==> config.mk <==
export PLATFORM = sky130hd
export DESIGN_NAME = serial_adder_ctrl_flat
export DESIGN_NICKNAME = d
export VERILOG_FILES = /design/src/rtl/serial_adder_ctrl_pkg.sv /design/src/rtl/serial_adder_ctrl_if.sv /design/src/rtl/sum_complete.sv /design/src/rtl/serial_adder_ctrl.sv /design/src/flat_wrapper.sv
export SDC_FILE = /design/constraint.sdc
export NUM_CORES = 1
export LEC_CHECK = 0
export CAP_MARGIN = 15
export CORE_ASPECT_RATIO = 0.9
export CORE_MARGIN = 4
export CORE_UTILIZATION = 30
export CTS_CLUSTER_SIZE = 8
export DETAILED_ROUTE_END_ITERATION = 7
export GPL_TIMING_DRIVEN = 0
export PLACE_DENSITY = 0.53
export SYNTH_ARGS = -nofsm -noshare
export SYNTH_HDL_FRONTEND = slang
export SYNTH_SLANG_ARGS = --single-unit
==> constraint.sdc <==
create_clock -name clk -period 1.6 [get_ports clk]
set_input_delay 0.32 -clock clk [delete_from_list [all_inputs] [get_ports clk]]
set_output_delay 0.32 -clock clk [all_outputs]
set_load 0.01 [all_outputs]
==> src/rtl/serial_adder_ctrl_pkg.sv <==
// serial_adder_ctrl_pkg: shared constants for the bit-serial adder/subtractor.
//   SAC_WIDTH            default operand/result width
//   ST_IDLE/ST_RUN/ST_DONE  FSM state encoding (legacy 2-bit values)
package serial_adder_ctrl_pkg;

  localparam int SAC_WIDTH = 8;

  localparam logic [1:0] ST_IDLE = 2'b00;
  localparam logic [1:0] ST_RUN  = 2'b01;
  localparam logic [1:0] ST_DONE = 2'b10;

endpackage

==> src/rtl/serial_adder_ctrl_if.sv <==
// serial_adder_ctrl_if: request/result bundle of the serial adder.
//   master: drives start/sub/A/B/Cin, observes busy/done/S/Cout/Ovf
//   slave : the adder block itself
interface serial_adder_ctrl_if
  import serial_adder_ctrl_pkg::*;
#(
  parameter int WIDTH = SAC_WIDTH
) ();

  logic             start;
  logic             sub;
  logic [WIDTH-1:0] A;
  logic [WIDTH-1:0] B;
  logic             Cin;
  logic             busy;
  logic             done;
  logic [WIDTH-1:0] S;
  logic             Cout;
  logic             Ovf;

  modport master (
    output start, sub, A, B, Cin,
    input  busy, done, S, Cout, Ovf
  );

  modport slave (
    input  start, sub, A, B, Cin,
    output busy, done, S, Cout, Ovf
  );

endinterface

==> src/rtl/sum_complete.sv <==
// sum_complete: gate-level one-bit full adder.
//   A, B, Cin : addend bits and carry-in
//   S, Cout   : sum bit and carry-out
module sum_complete (
  output logic S,
  output logic Cout,
  input  logic A,
  input  logic B,
  input  logic Cin
);

  logic p;

  assign p    = A ^ B;
  assign S    = p ^ Cin;
  assign Cout = (A & B) | (p & Cin);

endmodule

==> src/rtl/serial_adder_ctrl.sv <==
// serial_adder_ctrl: bit-serial add/subtract, one bit per clock, LSB first.
//   clk   : rising-edge clock
//   reset : asynchronous active-high reset
//   bus   : slave side of serial_adder_ctrl_if (start/sub/A/B/Cin in,
//           busy/done/S/Cout/Ovf out)
// An operation takes WIDTH RUN cycles followed by one DONE cycle; results
// hold through IDLE until the next accepted start.
module serial_adder_ctrl
  import serial_adder_ctrl_pkg::*;
#(
  parameter int WIDTH = SAC_WIDTH
) (
  input  logic                  clk,
  input  logic                  reset,
  serial_adder_ctrl_if.slave    bus
);

  localparam int             CW   = $clog2(WIDTH + 1);
  localparam logic [CW-1:0]  LAST = CW'(WIDTH - 1);

  logic [1:0]       state;
  logic [WIDTH-1:0] a_q;
  logic [WIDTH-1:0] b_q;
  logic [WIDTH-1:0] res_q;
  logic [CW-1:0]    cnt;
  logic             carry_q;
  logic             cout_q;
  logic             ovf_q;
  logic             fa_s;
  logic             fa_co;

  // Ripple incrementer built from xor/and so the counter needs no '+'.
  function automatic logic [CW-1:0] inc(input logic [CW-1:0] v);
    logic [CW-1:0] r;
    logic          c;
    c = 1'b1;
    for (int i = 0; i < CW; i++) begin
      r[i] = v[i] ^ c;
      c    = v[i] & c;
    end
    return r;
  endfunction

  sum_complete u_fa (
    .S    (fa_s),
    .Cout (fa_co),
    .A    (a_q[0]),
    .B    (b_q[0]),
    .Cin  (carry_q)
  );

  always_ff @(posedge clk or posedge reset) begin
    if (reset) begin
      state   <= ST_IDLE;
      a_q     <= '0;
      b_q     <= '0;
      res_q   <= '0;
      cnt     <= '0;
      carry_q <= 1'b0;
      cout_q  <= 1'b0;
      ovf_q   <= 1'b0;
    end else begin
      case (state)
        ST_IDLE: begin
          if (bus.start) begin
            a_q     <= bus.A;
            // subtract = A + ~B + 1: invert B here, force carry-in to 1
            b_q     <= bus.sub ? ~bus.B : bus.B;
            carry_q <= bus.sub | bus.Cin;
            cnt     <= '0;
            state   <= ST_RUN;
          end
        end
        ST_RUN: begin
          res_q   <= {fa_s, res_q[WIDTH-1:1]};
          carry_q <= fa_co;
          a_q     <= a_q >> 1;
          b_q     <= b_q >> 1;
          cnt     <= inc(cnt);
          if (cnt == LAST) begin
            // carry_q still holds the carry into the MSB this cycle
            cout_q <= fa_co;
            ovf_q  <= carry_q ^ fa_co;
            state  <= ST_DONE;
          end
        end
        ST_DONE: state <= ST_IDLE;
        default: state <= ST_IDLE;
      endcase
    end
  end

  assign bus.busy = (state != ST_IDLE);
  assign bus.done = (state == ST_DONE);
  assign bus.S    = res_q;
  assign bus.Cout = cout_q;
  assign bus.Ovf  = ovf_q;

endmodule

==> src/flat_wrapper.sv <==
// flat-port wrapper written by rule: the top's interface ports become plain ports
module serial_adder_ctrl_flat import serial_adder_ctrl_pkg::*;
#(
  parameter int WIDTH = SAC_WIDTH
)
  (clk, reset, bus_start, bus_sub, bus_A, bus_B, bus_Cin, bus_busy, bus_done, bus_S, bus_Cout, bus_Ovf);
  serial_adder_ctrl_if #(.WIDTH(WIDTH)) bus_i ();
  input  logic clk;
  input  logic reset;
  input wire logic [$bits(bus_i.start)-1:0] bus_start;
  input wire logic [$bits(bus_i.sub)-1:0] bus_sub;
  input wire logic [$bits(bus_i.A)-1:0] bus_A;
  input wire logic [$bits(bus_i.B)-1:0] bus_B;
  input wire logic [$bits(bus_i.Cin)-1:0] bus_Cin;
  output wire logic [$bits(bus_i.busy)-1:0] bus_busy;
  output wire logic [$bits(bus_i.done)-1:0] bus_done;
  output wire logic [$bits(bus_i.S)-1:0] bus_S;
  output wire logic [$bits(bus_i.Cout)-1:0] bus_Cout;
  output wire logic [$bits(bus_i.Ovf)-1:0] bus_Ovf;
  assign bus_i.start = bus_start;
  assign bus_i.sub = bus_sub;
  assign bus_i.A = bus_A;
  assign bus_i.B = bus_B;
  assign bus_i.Cin = bus_Cin;
  assign bus_busy = bus_i.busy;
  assign bus_done = bus_i.done;
  assign bus_S = bus_i.S;
  assign bus_Cout = bus_i.Cout;
  assign bus_Ovf = bus_i.Ovf;
  serial_adder_ctrl #(.WIDTH(WIDTH)) u_core (.clk(clk), .reset(reset), .bus(bus_i));
endmodule
==> flow_summary.rst <==
.. list-table::
   :header-rows: 1

   * - Metric
     - Value
   * - Result of the run
     - complete, no violations
   * - Post-route ant nets
     - 0
   * - Count of mapped cells out of synthesis
     - 159
   * - Post-route clock skew
     - 6.23 ps
   * - Min Hold Slack
     - 485 ps
   * - I/O pin count
     - 33
   * - DR DRC count
     - 0
   * - Hold buffer count at cts
     - 0
   * - Yosys top cell area share
     - 51.9%
   * - TritonCTS clock tree
     - done
   * - Sequential share of the synthesized area
     - 51.9%
   * - First-pass GRT wire length
     - 6370 um
   * - Post-detailed-placement half-perimeter wirelength
     - ~2700 um
   * - Post-layout minimum cycle time
     - between 1500 and 2000 ps
   * - Final setup violation count
     - 0
   * - Total standard cell area after synthesis
     - 0.00159 mm2
   * - Max Fanout on Critical Path
     - 10
   * - Vertical die dimension
     - 77.1 um
   * - Compound-gate portion of the synthesized area
     - between 15 and 20%
   * - Ranking of synthesized cells by instance count
     - sky130_fd_sc_hd__nand2_1, sky130_fd_sc_hd__dfrtp_1, sky130_fd_sc_hd__o21ai_0, sky130_fd_sc_hd__buf_2
   * - Reg2Reg Setup Slack
     - 90 ps
   * - Initial standard-cell utilization of the core
     - 31.9%
   * - Clock buffer count from CTS
     - 5
   * - Period Utilization, post-route
     - a little over nine tenths
   * - PwrDens
     - 1710 mW/mm2
   * - Maximum buffer depth of the clock tree
     - 2
   * - Synthesized netlist net count
     - 183
   * - Placeable core area
     - 0.00498 mm2
   * - Delay of the slowest critical-path stage
     - 400 ps
   * - Die ar.
     - 0.00654 mm2
   * - List of cells traversed by the critical path
     - buf_6, clkbuf_8, nor2b_1, buf_2
   * - Number of nets in the final layout
     - roughly 230
   * - Iteration-0 DRC count of the detailed router
     - 43
   * - XOR/XNOR share of the synthesized area
     - 4.95%
   * - Kind of cell with the highest combined delay on the critical path
     - buffers and inverters
   * - Via density per instance
     - 5.00
   * - Top area cells in the synthesized netlist
     - sky130_fd_sc_hd__dfrtp_1, sky130_fd_sc_hd__nand2_1, sky130_fd_sc_hd__xnor2_1
   * - Global-route usage over all layers
     - between 10 and 15%
   * - Mapped Avg Cell Area
     - approximately 10 um2
   * - Leakage power
     - ~0.97 nW
   * - Antenna Diode Count
     - 0
   * - Port-buffer cells
     - 31
   * - Most used standard cell by instance count after synthesis
     - sky130_fd_sc_hd__nand2_1
   * - Type of the worst setup path
     - register to primary output
   * - Share of the core filled with cells
     - 43.4%
   * - Worst min path class
     - register to register
   * - Total power draw
     - 3.70 mW
   * - Clock-pin slew of the registers on the worst-case setup and hold paths
     - 70 ps
   * - Layout cells sized above 1
     - 15.6%
   * - Combined buffer and inverter count along the critical path
     - 3
   * - Total Routed Length
     - 3820 um
   * - Sort of element at the end of the critical path
     - primary output
   * - Most instantiated flip-flop cell in the synthesis netlist
     - sky130_fd_sc_hd__dfrtp_1
   * - Worst skew pair latency
     - 280 ps
   * - Setup tns final
     - 0 ps
   * - Global-route congestion overflow total
     - 0
   * - Critical Path RT
     - 1280 ps
   * - Clock sink count
     - 33
   * - Slew margin rel.
     - approximately 44%
   * - Initial antenna violation count
     - 0
   * - Library cell occupying the most area in the post-synthesis netlist
     - sky130_fd_sc_hd__dfrtp_1
   * - Yosys warns
     - 0
   * - H-tree depth reported by CTS
     - 2
   * - Fmax
     - 648 MHz
   * - Post-synth EDFFs
     - 0
   * - Flop and latch count out of synthesis
     - 33
   * - Crit path DAT
     - 1220 ps
   * - Largest family of logic cells by synthesized area
     - compound AO/OA/AOI/OAI gates
   * - Number of detailed-routing iterations run before antenna repair
     - 4
   * - Final number of hold-violating endpoints
     - 0
   * - Chip width
     - 84.8 um
   * - Max-Cap Viols
     - 0
   * - Async set-or-reset flop fraction in the synthesized netlist
     - 100%
   * - Max-slew violation total from the final report
     - 0
   * - Total via count in the routed design
     - ~1400
   * - Distinct cells, synth
     - 27
   * - Synth Area in Adders
     - 2.83%
   * - Mux cell area share after synthesis
     - 2.12%
   * - Site Rows
     - 24
   * - Type of element launching the critical path
     - register
   * - VDD IR-drop max
     - 0.000613 V
   * - Simple-gate share of the synthesized area
     - 16.1%
   * - Critical path's slowest cell
     - sky130_fd_sc_hd__dfrtp_1
   * - Wire per inst
     - 14.1 um
   * - Clock root buffer
     - sky130_fd_sc_hd__clkbuf_8
   * - Area overhead of the layout relative to synthesis
     - 35.9%
   * - Vias in the first global route
     - 1360
   * - Maximum number of pins on one net before global-route repair
     - 22
   * - RePlAce Congestion
     - 0.705
   * - Slew at the pin with the worst max-slew slack
     - 835 ps
## registers in the layout (all words and copies together), names as in the netlist
signal and count:
u_core.a_q 8, u_core.b_q 8, u_core.bus.S 8, u_core.cnt 4, u_core.state 2, u_core.bus.Cout 1, u_core.bus.Ovf 1, u_core.carry_q 1
## metal layers
metal	global-route usage, %	vias to the layer above	share of wire (%)
li1	-	643	-
met1	15.7	653	46
met2	19.7	48	46
met3	3.54	7	7.0
met4	3.48	0	1.0
met5	0	-	0
## repair_timing
action | in CTS | in global routing
gates resized for setup | 17 | 2
pin swaps | 0 | 1
setup buffers | 6 | 1
endpoints found under the setup margin | 2 | 3
## power breakdown
| part | internal, mW | switching (mW) | leakage [nW] |
|---|---|---|---|
| clock | 0.341 | 0.286 | 0.0443 |
| combinational | 0.840 | 0.810 | 0.496 |
| sequential | 1.18 | 0.245 | 0.428 |
| total | 2.36 | 1.34 | 0.968 |
## through the flow
step	cell area, um2	setup slack, ps	cells
5_1_grt	2160	-0.527	270
4_1_cts	2150	26.3	269
2_1_floorplan	1590	184	159
3_5_place_dp	2000	-446	256
6_report	2160	57.8	270
3_3_place_gp	1980	-469	255
## cell type report
cell class | instances | area, um2
fill | 494 | 2820
sequential | 33 | 827
multi-input combinational | 110 | 697
timing repair buffer | 39 | 374
clock buffer | 7 | 86.3
tap | 65 | 81.3
buffer | 11 | 78.8
inverter | 5 | 18.8
## cell families (layout without fill, tap and decap cells)
group / count (synthesis) / after routing
buf+inv: 16 / 62
simple gates: 55 / 55
fa+ha+maj: 3 / 3
xor+xnor: 9 / 9
mux: 3 / 3
flops: 33 / 33
compound gates: 40 / 40
## worst reg2reg max path: stages, from the launching register on
cell                       delay [ps]
sky130_fd_sc_hd__dfrtp_1          400
sky130_fd_sc_hd__buf_4            160
sky130_fd_sc_hd__nand2b_1         130
sky130_fd_sc_hd__buf_2            180
sky130_fd_sc_hd__nor3_4           190
sky130_fd_sc_hd__mux2_1           340
## final timing paths
kind                                 start               to  cells after the start
setup / recovery           u_core.state[1]         bus_done                      4
hold / removal               u_core.a_q[4]    u_core.a_q[4]                      2
setup reg to reg           u_core.state[1]   u_core.bus.Ovf                      5
hold reg to reg              u_core.a_q[4]    u_core.a_q[4]                      2
max in group asynchronous            reset    u_core.a_q[7]                      3
min in group asynchronous            reset  u_core.bus.S[6]                      2
## layout by cell type (no fill, tap or decap), types with 6 or more instances in the layout
cell | synthesis | final
sky130_fd_sc_hd__a21oi_1 | 6 | 6
sky130_fd_sc_hd__buf_2 | 9 | 9
sky130_fd_sc_hd__nor2b_1 | 8 | 8
sky130_fd_sc_hd__nand2_1 | 37 | 37
sky130_fd_sc_hd__clkbuf_8 | 0 | 8
sky130_fd_sc_hd__xnor2_1 | 7 | 7
sky130_fd_sc_hd__dfrtp_1 | 33 | 32
sky130_fd_sc_hd__buf_4 | 0 | 7
sky130_fd_sc_hd__o21ai_0 | 11 | 11
sky130_fd_sc_hd__a22oi_1 | 8 | 8
sky130_fd_sc_hd__clkdlybuf4s50_1 | 0 | 29
(Power assumes the default switching activity.)
